--- config.mk ---
export PLATFORM = sky130hd
export DESIGN_NAME = mem_access_sequencer
export DESIGN_NICKNAME = d
export VERILOG_FILES = /design/src/rtl/mem_access_pkg.sv /design/src/rtl/mem_load_align.sv /design/src/rtl/mem_access_sequencer.sv
export SDC_FILE = /design/constraint.sdc
export NUM_CORES = 1
export LEC_CHECK = 0
export BUFFER_PORTS_ARGS = -buffer_cell sky130_fd_sc_hd__buf_2
export CORE_ASPECT_RATIO = 1.2
export CORE_UTILIZATION = 35
export CTS_CLUSTER_DIAMETER = 30
export CTS_CLUSTER_SIZE = 40
export DETAILED_ROUTE_END_ITERATION = 7
export PLACE_DENSITY = 0.67
export SLEW_MARGIN = 0
export SYNTH_ARGS = -nofsm -noshare
export SYNTH_HDL_FRONTEND = slang
export SYNTH_HIERARCHICAL = 1
export SYNTH_SLANG_ARGS = --single-unit
export TNS_END_PERCENT = 10
--- constraint.sdc ---
create_clock -name clk -period 2.8 [get_ports clk]
set_input_delay 0.56 -clock clk [delete_from_list [all_inputs] [get_ports clk]]
set_output_delay 0.56 -clock clk [all_outputs]
set_load 0.01 [all_outputs]
--- src/rtl/mem_access_pkg.sv ---
// Shared types and lane helpers for the data-memory access sequencer.
// Sizes follow the decoder's SizeSrc encoding; 2'b11 behaves as a word.
package mem_access_pkg;

  typedef enum logic [1:0] {
    SIZE_WORD = 2'b00,
    SIZE_HALF = 2'b01,
    SIZE_BYTE = 2'b10
  } size_t;

  typedef enum logic [1:0] {
    IDLE = 2'b00,
    BUSY = 2'b01,
    DONE = 2'b10
  } seq_state_t;

  function automatic logic [3:0] byte_enable(
    input logic [1:0] size,
    input logic [1:0] a
  );
    logic [3:0] be;
    be = 4'b1111;
    if (size == SIZE_BYTE) be = 4'b0001 << a;
    if (size == SIZE_HALF) be = 4'b0011 << a;
    return be;
  endfunction

  function automatic logic misaligned(
    input logic [1:0] size,
    input logic [1:0] a
  );
    logic m;
    m = (a != 2'b00);
    if (size == SIZE_BYTE) m = 1'b0;
    if (size == SIZE_HALF) m = a[0];
    return m;
  endfunction

  function automatic logic [31:0] store_lanes(
    input logic [1:0]  size,
    input logic [31:0] wdata
  );
    logic [31:0] d;
    d = wdata;
    if (size == SIZE_BYTE) d = {4{wdata[7:0]}};
    if (size == SIZE_HALF) d = {2{wdata[15:0]}};
    return d;
  endfunction

endpackage

--- src/rtl/mem_load_align.sv ---
// Right-aligns the addressed lane of a bus word and sign/zero extends it.
// Purely combinational so the future cache can share it.
module mem_load_align
  import mem_access_pkg::*;
(
  input  logic [31:0] bus_rdata_i,
  input  logic [1:0]  a_i,
  input  logic [1:0]  size_i,
  input  logic        sign_i,
  output logic [31:0] rdata_o
);

  logic [31:0] s;

  assign s = bus_rdata_i >> {a_i, 3'b000};

  always_comb begin
    rdata_o = s;
    unique case (1'b1)
      (size_i == SIZE_BYTE):
        rdata_o = {{24{sign_i & s[7]}}, s[7:0]};
      (size_i == SIZE_HALF):
        rdata_o = {{16{sign_i & s[15]}}, s[15:0]};
      default:
        rdata_o = s;
    endcase
  end

endmodule

--- src/rtl/mem_access_sequencer.sv ---
// MEM-stage sequencer: runs one req/ack bus transaction per load/store,
// stalling the pipeline until it completes, times out or is rejected.
module mem_access_sequencer
  import mem_access_pkg::*;
#(
  parameter int ADDR_W  = 32,
  parameter int DATA_W  = 32,
  parameter int TIMEOUT = 16
) (
  input  logic              clk,
  input  logic              rst,
  input  logic              req_valid,
  input  logic              req_write,
  input  logic [1:0]        req_size,
  input  logic              req_sign,
  input  logic [ADDR_W-1:0] req_addr,
  input  logic [DATA_W-1:0] req_wdata,
  output logic              stall,
  output logic [DATA_W-1:0] rdata,
  output logic              rdata_valid,
  output logic              misaligned,
  output logic              bus_error,
  output logic              bus_req,
  output logic              bus_we,
  output logic [ADDR_W-1:0] bus_addr,
  output logic [3:0]        bus_be,
  output logic [DATA_W-1:0] bus_wdata,
  input  logic              bus_ack,
  input  logic [DATA_W-1:0] bus_rdata
);

  localparam int CW = (TIMEOUT > 1) ? $clog2(TIMEOUT) : 1;

  seq_state_t        state_q, state_d;
  logic              we_q;
  logic [1:0]        size_q;
  logic              sign_q;
  logic [1:0]        a_q;
  logic [ADDR_W-1:0] addr_q;
  logic [3:0]        be_q;
  logic [DATA_W-1:0] wdata_q;
  logic [DATA_W-1:0] rdata_q;
  logic              err_q;
  logic [CW-1:0]     cnt_q;

  logic              mis;
  logic              accept;
  logic              tmo;
  logic [DATA_W-1:0] rdata_next;

  assign mis    = mem_access_pkg::misaligned(req_size, req_addr[1:0]);
  assign accept = (state_q == IDLE) & req_valid & ~mis;
  assign tmo    = (state_q == BUSY) & ~bus_ack
                & (cnt_q == CW'(TIMEOUT - 1));

  mem_load_align u_align (
    .bus_rdata_i (bus_rdata),
    .a_i         (a_q),
    .size_i      (size_q),
    .sign_i      (sign_q),
    .rdata_o     (rdata_next)
  );

  always_ff @(posedge clk) begin
    if (rst) state_q <= IDLE;
    else     state_q <= state_d;
  end

  always_comb begin
    state_d = state_q;
    unique case (state_q)
      IDLE:    if (accept) state_d = BUSY;
      BUSY:    if (bus_ack || tmo) state_d = DONE;
      DONE:    state_d = IDLE;
      default: state_d = IDLE;
    endcase
  end

  always_comb begin
    stall       = 1'b0;
    misaligned  = 1'b0;
    bus_req     = 1'b0;
    bus_we      = 1'b0;
    rdata_valid = 1'b0;
    bus_error   = 1'b0;
    unique case (state_q)
      IDLE: begin
        stall      = accept;
        misaligned = req_valid & mis;
      end
      BUSY: begin
        stall   = 1'b1;
        bus_req = 1'b1;
        bus_we  = we_q;
      end
      DONE: begin
        rdata_valid = ~we_q & ~err_q;
        bus_error   = err_q;
      end
      default: ;
    endcase
  end

  // Request fields are captured once so the bus stays stable while BUSY.
  always_ff @(posedge clk) begin
    if (rst) begin
      we_q    <= 1'b0;
      size_q  <= 2'b00;
      sign_q  <= 1'b0;
      a_q     <= 2'b00;
      addr_q  <= '0;
      be_q    <= 4'b0000;
      wdata_q <= '0;
      rdata_q <= '0;
      err_q   <= 1'b0;
      cnt_q   <= '0;
    end else begin
      if (accept) begin
        we_q    <= req_write;
        size_q  <= req_size;
        sign_q  <= req_sign;
        a_q     <= req_addr[1:0];
        addr_q  <= {req_addr[ADDR_W-1:2], 2'b00};
        be_q    <= byte_enable(req_size, req_addr[1:0]);
        wdata_q <= store_lanes(req_size, req_wdata);
        err_q   <= 1'b0;
      end
      if (state_q == BUSY) begin
        if (bus_ack) begin
          cnt_q <= '0;
          if (!we_q) rdata_q <= rdata_next;
        end else if (tmo) begin
          cnt_q   <= '0;
          err_q   <= 1'b1;
          rdata_q <= '0;
        end else begin
          cnt_q <= cnt_q + 1'b1;
        end
      end
    end
  end

  assign rdata     = rdata_q;
  assign bus_addr  = addr_q;
  assign bus_be    = be_q;
  assign bus_wdata = wdata_q;

endmodule

After elaboration in Yosys (flattened, before gate mapping)
Index checks and enable logic that the tools add are counted.
- register bits: 111
- output and inout port bits: 106
- add/subtract/negate cells: 1
- equality and inequality tests: 10
- shifts and indexed selects: 3
- mux-type cells: 25
- bitwise logic cells: 12
- reductions and logical operators: 6
- operators by type and width (cell ; number):
    two-way mux 32 bit ; 5
    case mux 32 bit (2 select lines) ; 1
    right shift 32 x 5 -> 32 bit ; 1
    two-way mux 4 bit ; 4
    two-way mux 1 bit ; 11
    AND 1 bit ; 8
    equality test 2 x 1 -> 1 bit, second input constant ; 3
    equality test 2 bit, second input constant ; 3
    adder 4 x 1 -> 4 bit, second input constant ; 1
    equality test 4 bit, second input constant ; 1
    two-way mux 2 bit ; 2
    != test 2 bit, second input constant ; 2
    inverter 1 bit ; 4
    case mux 2 bit (2 select lines) ; 1
    nonzero test 2 bit ; 2
    left shift 1 x 2 -> 4 bit, first input constant ; 1
    left shift 2 x 2 -> 4 bit, first input constant ; 1
    AND reduction 3 bit ; 1
    logical NOT 2 bit ; 1
    != test 2 x 1 -> 1 bit, second input constant ; 1
    case mux 1 bit (2 select lines) ; 1
    AND reduction 2 bit ; 1
    logical OR 1 bit ; 1

Longest topological paths before layout
Gate-level depths: netlist of the first run.
- word-level depth: 9
- depth in mapped cells: 8
- depth with buffers taken out: 7

Hierarchy
The synthesis of the first run kept the hierarchy.
- modules (own cells, without submodules) (module ; instances ; cells an instance ; area each (µm²)):
    mem_access_sequencer ; 1 ; 562 ; 4785.8
    mem_load_align ; 1 ; 110 ; 804.5

Least setup slack after synthesis of the first run
No wires, ideal clock.
- kind: input to output
- start: input port req_addr[0]
- end: output port misaligned
- arrival time: 1653 ps
- slack: 587 ps
- stages on the path: 7
- cell sequence: inv_1 > ha_1 > nor2b_1 > o31a_1 > buf_2 > buf_2 > nor2_1
- longest elaborated chain between the ends: 5
- RTL lines (element ; RTL line ; RTL):
    start: declaration ; mem_access_sequencer.sv:16 ; input logic [ADDR_W-1:0] req_addr,
    nonzero test 2 bit ; mem_access_pkg.sv:33 ; m = (a != 2'b00);
    two-way mux 1 bit ; mem_access_pkg.sv:34 ; if (size == SIZE_BYTE) m = 1'b0;
    two-way mux 1 bit * ; mem_access_pkg.sv:35 ; if (size == SIZE_HALF) m = a[0];
    AND 1 bit * ; mem_access_sequencer.sv:89 ; misaligned = req_valid & mis;
    two-way mux 1 bit * ; mem_access_sequencer.sv:86 ; unique case (state_q)
    end: declaration ; mem_access_sequencer.sv:21 ; output logic misaligned,
Mark *: on every way between the ends. The rest lies on a longest branch, timed or not.

Worst setup path after layout of the first run
Same ends and word-level chain as after synthesis.

==> run_results.csv, run 1 <==
group,metric,value,unit
logic_synthesis,ys_types,54,
clock_tree,cts_buffers,9,
finish,mostFrequentLayoutCell,"buf_2",
routing,viasPerCell,5.36,
finish,layout-drive-gt1-share,0.323,
timing,finClkSkew,0.0111,ns
placed_design,place.gp.congestion,0.853,
setup_path,rrSetupSlack,0.74,ns
run,cap_violations,0,
global_routing,grt_max_degree,71,
clock_tree,cts_tree,"done",
finish,final_nets,944,
routing,wirelength,17100,um
finish,area_growth,24.7,%
setup_path,crit_arrival,1.74,ns
floorplan,start_util,0.359,
hold_path,min_path_cells,3,
timing,finalHoldWorstSlack,0.439,ns
logic_synthesis,synth_edf_count,0,
pwr,p_per_area,539,mW/mm^2
routing,drc_errors,0,
setup_path,worst-setup-path-type,"primary input to primary output",
clock_tree,cts_hold_buf,0,
clock_tree,clockBufferDepth,2,
logic_synthesis,avgSynthCellArea,8.32,sq um
routing,postRouteAntennaNets,0,
setup_path,reg2reg_depth,7,
routing,first_pass_iters,5,
logic_synthesis,async_flop_share,0,
logic_synthesis,synth_area,0.00559,sq mm
clock_tree,cts_resized,0,
timing,fmax,435,MHz
logic_synthesis,synthCells,672,
logic_synthesis,synth-seq-cells,111,
clock_tree,clk_pin_slew_worst_paths,0.08,ns
floorplan,dieArea,0.0165,sq mm
timing,hold_viol,0,
finish,final_cell_mix,"buf_2 (206), dfxtp_1 (111), a21oi_1 (109), nand3_1 (76), o21ai_0 (69)",
timing,fin_crit_sh,0.821,
clock_tree,cts_num_sinks,111,
timing,tightest_slew,0.612,ns
floorplan,placementRows,50,
run_status,status,"finished clean",
setup_path,r2r-start,"size_q[0]$_SDFFE_PP0P_",
global_routing,grt_antenna_before_repair,1,
setup_path,r2r-end,"rdata[20]$_SDFFE_PP0P_",
routing,vias,5608,
clock_tree,clkLatencyLatePin,0.36,ns
hold_path,min_from,"req_addr[22]",
finish,n_fill_cell,1590,
floorplan,io_pins,210,
floorplan,die_h,140,um
setup_path,worstPathRequired,2.24,ns
routing,wl_per_cell,16.4,um
timing,finalSetupTns,0,ns
clock_tree,clock_tree.root_cell,"clkbuf_16",
timing,setup_viol,0,
hold_path,hold_end,"bus_addr[22]$_SDFFE_PP0P_",
routing,drt_iter0_drc,504,
global_routing,grt_util_all_layers,0.205,
global_routing,grt_overflow,0,
floorplan,fp.dieW,117,um
clock_tree,cts_setup_buffers,0,
global_routing,grt_pass1_vias,5171,
timing,final.min_clock_period,2.30,ns
global_routing,grt_pass1_wl,27200,um
logic_synthesis,yosysWarnings,6,
hold_path,hold_path.class,"primary input to flip-flop",
floorplan,core_region_area,0.0156,sq mm
placed_design,port_buffers,207,
timing,finalMaxSlewViolations,0,
logic_synthesis,ys.flop_type,"dfxtp_1",
timing,rsz0062_at_grt,"no",
pwr,p_leak,2.95,nW
setup_path,start_kind,"primary input",
setup_path,worstPathMaxFanout,5,
clock_tree,cts_max_level,3,
placed_design,dp_hpwl,11800,um
setup_path,end_kind,"primary output",
logic_synthesis,seq_area_frac_synth,0.397,
timing,slew_headroom,0.592,
pwr,peakVddDrop,389,uV
## report_power, final
part           internal, mW  leakage, nW  switching (mW)
Clock                 0.623        0.139           0.651
Sequential             1.66        0.904          0.0437
Combinational         0.309         1.90           0.473
Total                  2.59         2.95            1.17
## routing by layer
layer	wire length (um)	track usage	up-vias
met5	0	0	-
met4	471	0.0902	0
met3	946	0.0395	32
met2	8420	0.343	198
met1	7300	0.255	2619
li1	-	-	2759
## cell usage after synthesis, drive strengths merged, types with 7 or more instances
cell	n	share of area
ha	7	0.016
buf	41	0.046
mux2i	40	0.072
mux2	16	0.032
clkbuf	31	0.021
o21ai	73	0.065
a21oi	109	0.098
a211oi	16	0.022
o211ai	16	0.023
nor2	7	0.0051
o2111ai	9	0.014
nand2	68	0.046
dfxtp	111	0.40
nand3	77	0.071
## how the worst max path moves through the flow
stage                            from         end  slack (ns)  cells past startpoint
after global routing      req_addr[0]  misaligned        0.45                      7
final                     req_addr[0]  misaligned        0.50                      7
after detailed placement  req_addr[0]  misaligned        0.49                      7
after global placement    req_addr[0]  misaligned        0.52                      7
after floorplan           req_addr[0]  misaligned        0.59                      7
after CTS                 req_addr[0]  misaligned        0.50                      7
## sequential cells by signal, summed over array words and instances, names as in the netlist, 2 cells and up
register,flops
a_q,2
bus_addr,30
bus_be,4
bus_wdata,32
cnt_q,4
rdata,32
size_q,2
state_q,2
## cell type report
class,instances,area [sq um],area share
Multi-Input combinational cell,485,3000,0.430
Sequential cell,111,2220,0.319
Timing Repair Buffer,221,1180,0.169
Tap cell,208,260,0.0373
Clock buffer,9,225,0.0323
Clock inverter,7,62.6,0.00898
Inverter,5,18.8,0.00269
Antenna cell,1,2.50,0.000359
## worst max-delay path: stages
cell     delay [ns]
buf_2          0.14
inv_1          0.08
ha_1           0.22
nor2b_1        0.17
o31a_2         0.33
nor2_1         0.08
buf_2          0.15
## metrics by stage
stage                     worst slack [ns]  std cells  total power [mW]  instance area, sq um   util
after CTS                            0.498       1046              3.80                  6970  0.447
after global routing                 0.450       1047              3.95                  6970  0.447
after floorplan                      0.587        673              2.23                  5590      -
after detailed placement             0.495       1030              2.52                  6680  0.429
final                                0.502       1047              3.76                  6970  0.447
after global placement               0.521       1030              2.51                  6680  0.429
## cells by family (layout without fill, tap and decap cells)
group	Yosys count	in the layout	share of synthesized area
fa+ha+maj	7	7	0.0157
buf+inv	77	242	0.0705
flops	111	111	0.397
mux	57	57	0.108
other cells	1	3	0.000671
simple gates	181	181	0.160
compound gates	238	238	0.248
(Power assumes the default switching activity.)
==> run 2, diff against run 1 <==
- PLACE_DENSITY: 0.67 -> 0.69
- clock period: 2.8 -> 1.97 ns (I/O delays scaled with it)
==> run_results.csv, run 2 (synthesis results as in run 1) <==
group,metric,value,unit
placed_design,place_ws,0.0133,ns
finish,final_cell_mix,"buf_2 (206), dfxtp_1 (111), a21oi_1 (109), nand3_1 (76), o21ai_0 (69)",
routing,wl_per_cell,16.0,um
floorplan,start_util,0.359,
setup_path,end_kind,"primary output",
routing,viasPerCell,5.25,
placed_design,dp_hpwl,11900,um
clock_tree,clkLatencyLatePin,0.35,ns
setup_path,worstPathMaxFanout,5,
pwr,comb_power_share,0.203,
clock_tree,cts_tree,"done",
floorplan,die_h,140,um
clock_tree,cts_resized,0,
global_routing,grt_pass1_wl,27600,um
timing,tightest_slew,0.595,ns
routing,postRouteAntennaNets,0,
timing,rsz0062_at_grt,"yes",
setup_path,crit_arrival,1.54,ns
global_routing,grt_antenna_before_repair,0,
pwr,switching_share,0.282,
clock_tree,clock_tree.root_cell,"clkbuf_16",
clock_tree,cts_hold_buf,0,
pwr,power.share.clock,0.373,
timing,finalMaxSlewViolations,0,
clock_tree,clockBufferDepth,2,
timing,setup_viol,0,
clock_tree,clk_pin_slew_worst_paths,0.08,ns
floorplan,core_region_area,0.0156,sq mm
timing,fin_crit_sh,0.982,
pwr,pwr-share-seq,0.424,
timing,hold_viol,0,
timing,finClkSkew,0.00936,ns
pwr,intPower,4.10,mW
pwr,p_sw,1.61,mW
global_routing,grt_pass1_vias,5216,
routing,first_pass_iters,5,
pwr,p_total,5.71,mW
finish,mostFrequentLayoutCell,"buf_2",
setup_path,worstPathRequired,1.58,ns
hold_path,hold_path.class,"primary input to flip-flop",
floorplan,io_pins,210,
global_routing,grt_max_degree,112,
global_routing,grt_util_all_layers,0.207,
placed_design,place.gp.congestion,0.885,
placed_design,port_buffers,207,
placed_design,place_area,0.00684,sq mm
clock_tree,cts_setup_buffers,0,
pwr,p_leak,3.07,nW
floorplan,placementRows,50,
timing,final.min_clock_period,1.93,ns
clock_tree,cts_max_level,3,
pwr,peakVddDrop,464,uV
clock_tree,cts_buffers,9,
finish,layout-drive-gt1-share,0.338,
timing,fmax,517,MHz
run,cap_violations,0,
timing,setup_slack,0.0352,ns
finish,layoutNonFillerInstCount,1063,
finish,fin_util,0.462,
timing,slew_headroom,0.603,
floorplan,fp.dieW,117,um
routing,drc_errors,0,
finish,final_nets,960,
routing,drt_iter0_drc,367,
run_status,status,"finished clean",
finish,area_growth,28.7,%
clock_tree,cts_num_sinks,111,
routing,vias,5576,
placed_design,dp_cells,1046,
routing,wirelength,17000,um
setup_path,start_kind,"primary input",
floorplan,dieArea,0.0165,sq mm
finish,post-route-cell-area,0.00720,sq mm
pwr,p_per_area,793,mW/mm^2
setup_path,worst-setup-path-type,"primary input to primary output",
global_routing,grt_overflow,0,
## run 2: cell count changes in the layout (fill, tap and decap cells not counted)
cell       change
buf_12         +3
nor2b_1        -2
inv_8          -1
clkinv_4       -3
bufinv_16      +3
nor2b_2        +2
buf_6          +1
clkbuf_1       +1
nand2b_1       -1
nand2b_2       +1
buf_4         +12
## run 2: per-layer routing
layer  track usage  vias to the layer above  share of wire
met1         0.265                     2622           0.44
met2         0.347                      152           0.49
li1              -                     2787              -
met5             0                        -              0
met3        0.0452                       15          0.052
met4        0.0649                        0          0.014
## run 2: metrics by stage
stage,setup TNS (ns),hold slack [ns]
2_1_floorplan,0,0.449
3_3_place_gp,0,0.437
3_5_place_dp,0,0.442
4_1_cts,0,0.272
5_1_grt,-0.0143,0.272
6_report,0,0.281
## run 2: final cells by class
| cell class | count | area, sq um |
|---|---|---|
| Clock inverter | 6 | 115 |
| Sequential cell | 111 | 2220 |
| Tap cell | 208 | 260 |
| Antenna cell | 1 | 2.50 |
| Fill cell | 1596 | 8380 |
| Inverter | 5 | 18.8 |
| Clock buffer | 10 | 229 |
| Multi-Input combinational cell | 485 | 3010 |
| Timing Repair Buffer | 237 | 1340 |
## run 2: power by group through the flow
stage,clock network (mW),logic (mW),registers (mW)
global placement,0,1.15,2.47
global route,2.29,1.27,2.44
finish,2.13,1.16,2.42
detailed placement,0,1.16,2.47
floorplan,0,0.653,2.52
CTS,2.18,1.16,2.42
## run 2: path summary, 6_finish.rpt
path | slack (ns) | start | cells past startpoint | to
max | 0.04 | req_addr[0] | 7 | misaligned
min | 0.28 | req_addr[10] | 3 | bus_addr[10]$_SDFFE_PP0P_
max reg2reg | 0.19 | size_q[0]$_SDFFE_PP0P_ | 7 | rdata[30]$_SDFFE_PP0P_
min reg2reg | 0.45 | rdata[18]$_SDFFE_PP0P_ | 2 | rdata[18]$_SDFFE_PP0P_
## run 2: worst max-delay path, cell delays in order
cell and delay (ns):
buf_2 0.10, inv_1 0.05, ha_1 0.23, nor2b_2 0.18, o31a_2 0.35, nor2_1 0.10, buf_2 0.14
==> run 3, diff against run 2 <==
- MAX_ROUTING_LAYER: default -> met4
- REMOVE_ABC_BUFFERS: default -> 1
==> run_results.csv, run 3 (synthesis results as in run 1) <==
group,metric,value,unit
run_status,status,"finished clean",
setup_path,slowest_stage,"dfxtp_1",
routing,viasPerCell,5.39,
setup_path,crit_path_end,"rdata[19]$_SDFFE_PP0P_",
setup_path,end_kind,"flip-flop",
setup_path,r2r-end,"rdata[19]$_SDFFE_PP0P_",
timing,final.min_clock_period,1.88,ns
pwr,p_per_area,760,mW/mm^2
finish,mostFrequentLayoutCell,"buf_2",
clock_tree,cts_hold_buf,0,
routing,wl_per_cell,16.2,um
global_routing,grt_antenna_before_repair,0,
setup_path,rrSetupSlack,0.09,ns
floorplan,fp.dieW,117,um
clock_tree,cts_num_sinks,111,
finish,layout-drive-gt1-share,0.344,
timing,finalMaxSlewViolations,0,
timing,fmax,531,MHz
timing,hold_viol,0,
placed_design,port_buffers,207,
placed_design,place_ws,-0.0737,ns
routing,drt_iter0_drc,446,
finish,post-route-cell-area,0.00721,sq mm
finish,final_cell_mix,"buf_2 (206), dfxtp_1 (111), a21oi_1 (109), nand3_1 (76), o21ai_0 (69)",
placed_design,dp_hpwl,12100,um
timing,slew_headroom,0.577,
timing,tightest_slew,0.635,ns
hold_path,hold_path.class,"primary input to flip-flop",
clock_tree,clockBufferDepth,2,
timing,setup_slack,0.0865,ns
setup_path,start_kind,"flip-flop",
floorplan,start_util,0.359,
global_routing,grt_pass1_vias,5551,
routing,first_pass_iters,5,
setup_path,crit_arrival,2.17,ns
global_routing,grt_max_degree,41,
run,cap_violations,0,
finish,fin_util,0.463,
pwr,p_total,5.48,mW
timing,fin_crit_sh,0.956,
setup_path,reg2reg_depth,8,
finish,final_nets,967,
routing,vias,5761,
setup_path,path_cells,"inv_1, ha_1, nor2b_1, nand2_1, buf_4, o211ai_1, nand3_1, a21oi_1",
placed_design,place.gp.congestion,0.849,
clock_tree,clk_pin_slew_worst_paths,0.07,ns
timing,setup_viol,0,
clock_tree,cts_buffers,9,
finish,area_growth,28.9,%
setup_path,worst-path-buf-inv,2,
floorplan,core_region_area,0.0156,sq mm
global_routing,grt_pass1_wl,28100,um
clock_tree,cts_max_level,3,
global_routing,grt_util_all_layers,0.216,
floorplan,io_pins,210,
routing,wirelength,17300,um
floorplan,placementRows,50,
clock_tree,clkLatencyLatePin,0.36,ns
timing,finClkSkew,0.0100,ns
setup_path,r2r-start,"size_q[0]$_SDFFE_PP0P_",
clock_tree,clock_tree.root_cell,"clkbuf_16",
setup_path,critPathTopFamily,"simple AND/OR/NAND/NOR gates",
global_routing,grt_overflow,0,
placed_design,dp_cells,1052,
pwr,p_leak,3.08,nW
finish,diodes,0,
setup_path,worst-setup-path-type,"flip-flop to flip-flop",
setup_path,cp_num_cells,8,
floorplan,die_h,140,um
clock_tree,cts_tree,"done",
placed_design,place_area,0.00690,sq mm
timing,finalHoldWorstSlack,0.280,ns
routing,drc_errors,0,
setup_path,worstPathMaxFanout,9,
floorplan,dieArea,0.0165,sq mm
timing,rsz0062_at_grt,"yes",
setup_path,max_stage_delay,0.35,ns
pwr,peakVddDrop,388,uV
setup_path,critPathLaunch,"size_q[0]$_SDFFE_PP0P_",
routing,postRouteAntennaNets,0,
setup_path,worstPathRequired,2.26,ns
finish,layoutNonFillerInstCount,1068,
timing,finalSetupTns,0,ns
==> run 3: changes by cell type in the layout (fill, tap and decap cells not counted), sizes merged <==
cell and delta:
bufinv -2, diode -1, clkinvlp +1, inv -2, buf +7, clkinv +2
==> run 3: layer usage <==
metal | track usage | wire length [um] | vias to the layer above
li1 | - | - | 2798
met1 | 0.262 | 7560 | 2701
met2 | 0.354 | 8260 | 235
met3 | 0.0415 | 1130 | 27
met4 | 0.0800 | 325 | 0
met5 | - | 0 | -
==> run 3: final cells by class <==
cell class | instances | area [sq um]
inverters | 5 | 18.8
repair buffers | 244 | 1400
flip-flops and latches | 111 | 2220
clock buffers | 10 | 239
fillers | 1585 | 8370
clock inverters | 5 | 58.8
well taps | 208 | 260
multi-input cells | 485 | 3010
==> run 3: worst reg2reg max path, delay by kind of cell, from the launching register on <==
family / cells / cell delay, ns
AND/OR/NAND/NOR: 3 / 0.49
flip-flops: 1 / 0.35
adder cells (fa/ha/maj): 1 / 0.34
AO/OA/AOI/OAI: 2 / 0.34
buffers and inverters: 2 / 0.31
==> run 3: timing repair <==
item | CTS | global route
resized for setup | 0 | 3
pin swaps | 1 | 1
buffers inserted | 1 | 0
setup endpoints to repair | 1 | 15
==> run 3: worst min-delay path by stage <==
stage                           startpoint                   endpoint  slack (ns)  cells after the start
floorplan              sign_q$_SDFFE_PP0P_        sign_q$_SDFFE_PP0P_        0.44                      2
global route                  req_addr[23]  bus_addr[23]$_SDFFE_PP0P_        0.27                      3
detailed placement  rdata[28]$_SDFFE_PP0P_     rdata[28]$_SDFFE_PP0P_        0.44                      2
finish                        req_addr[13]  bus_addr[13]$_SDFFE_PP0P_        0.28                      3
CTS                            req_addr[7]   bus_addr[7]$_SDFFE_PP0P_        0.27                      3
global placement    rdata[25]$_SDFFE_PP0P_     rdata[25]$_SDFFE_PP0P_        0.44                      2
==> run 3: report_power, final <==
part	internal (mW)	switching, mW	leakage [nW]
Clock	1.01	0.855	0.141
Sequential	2.36	0.0627	0.904
Combinational	0.499	0.686	2.03
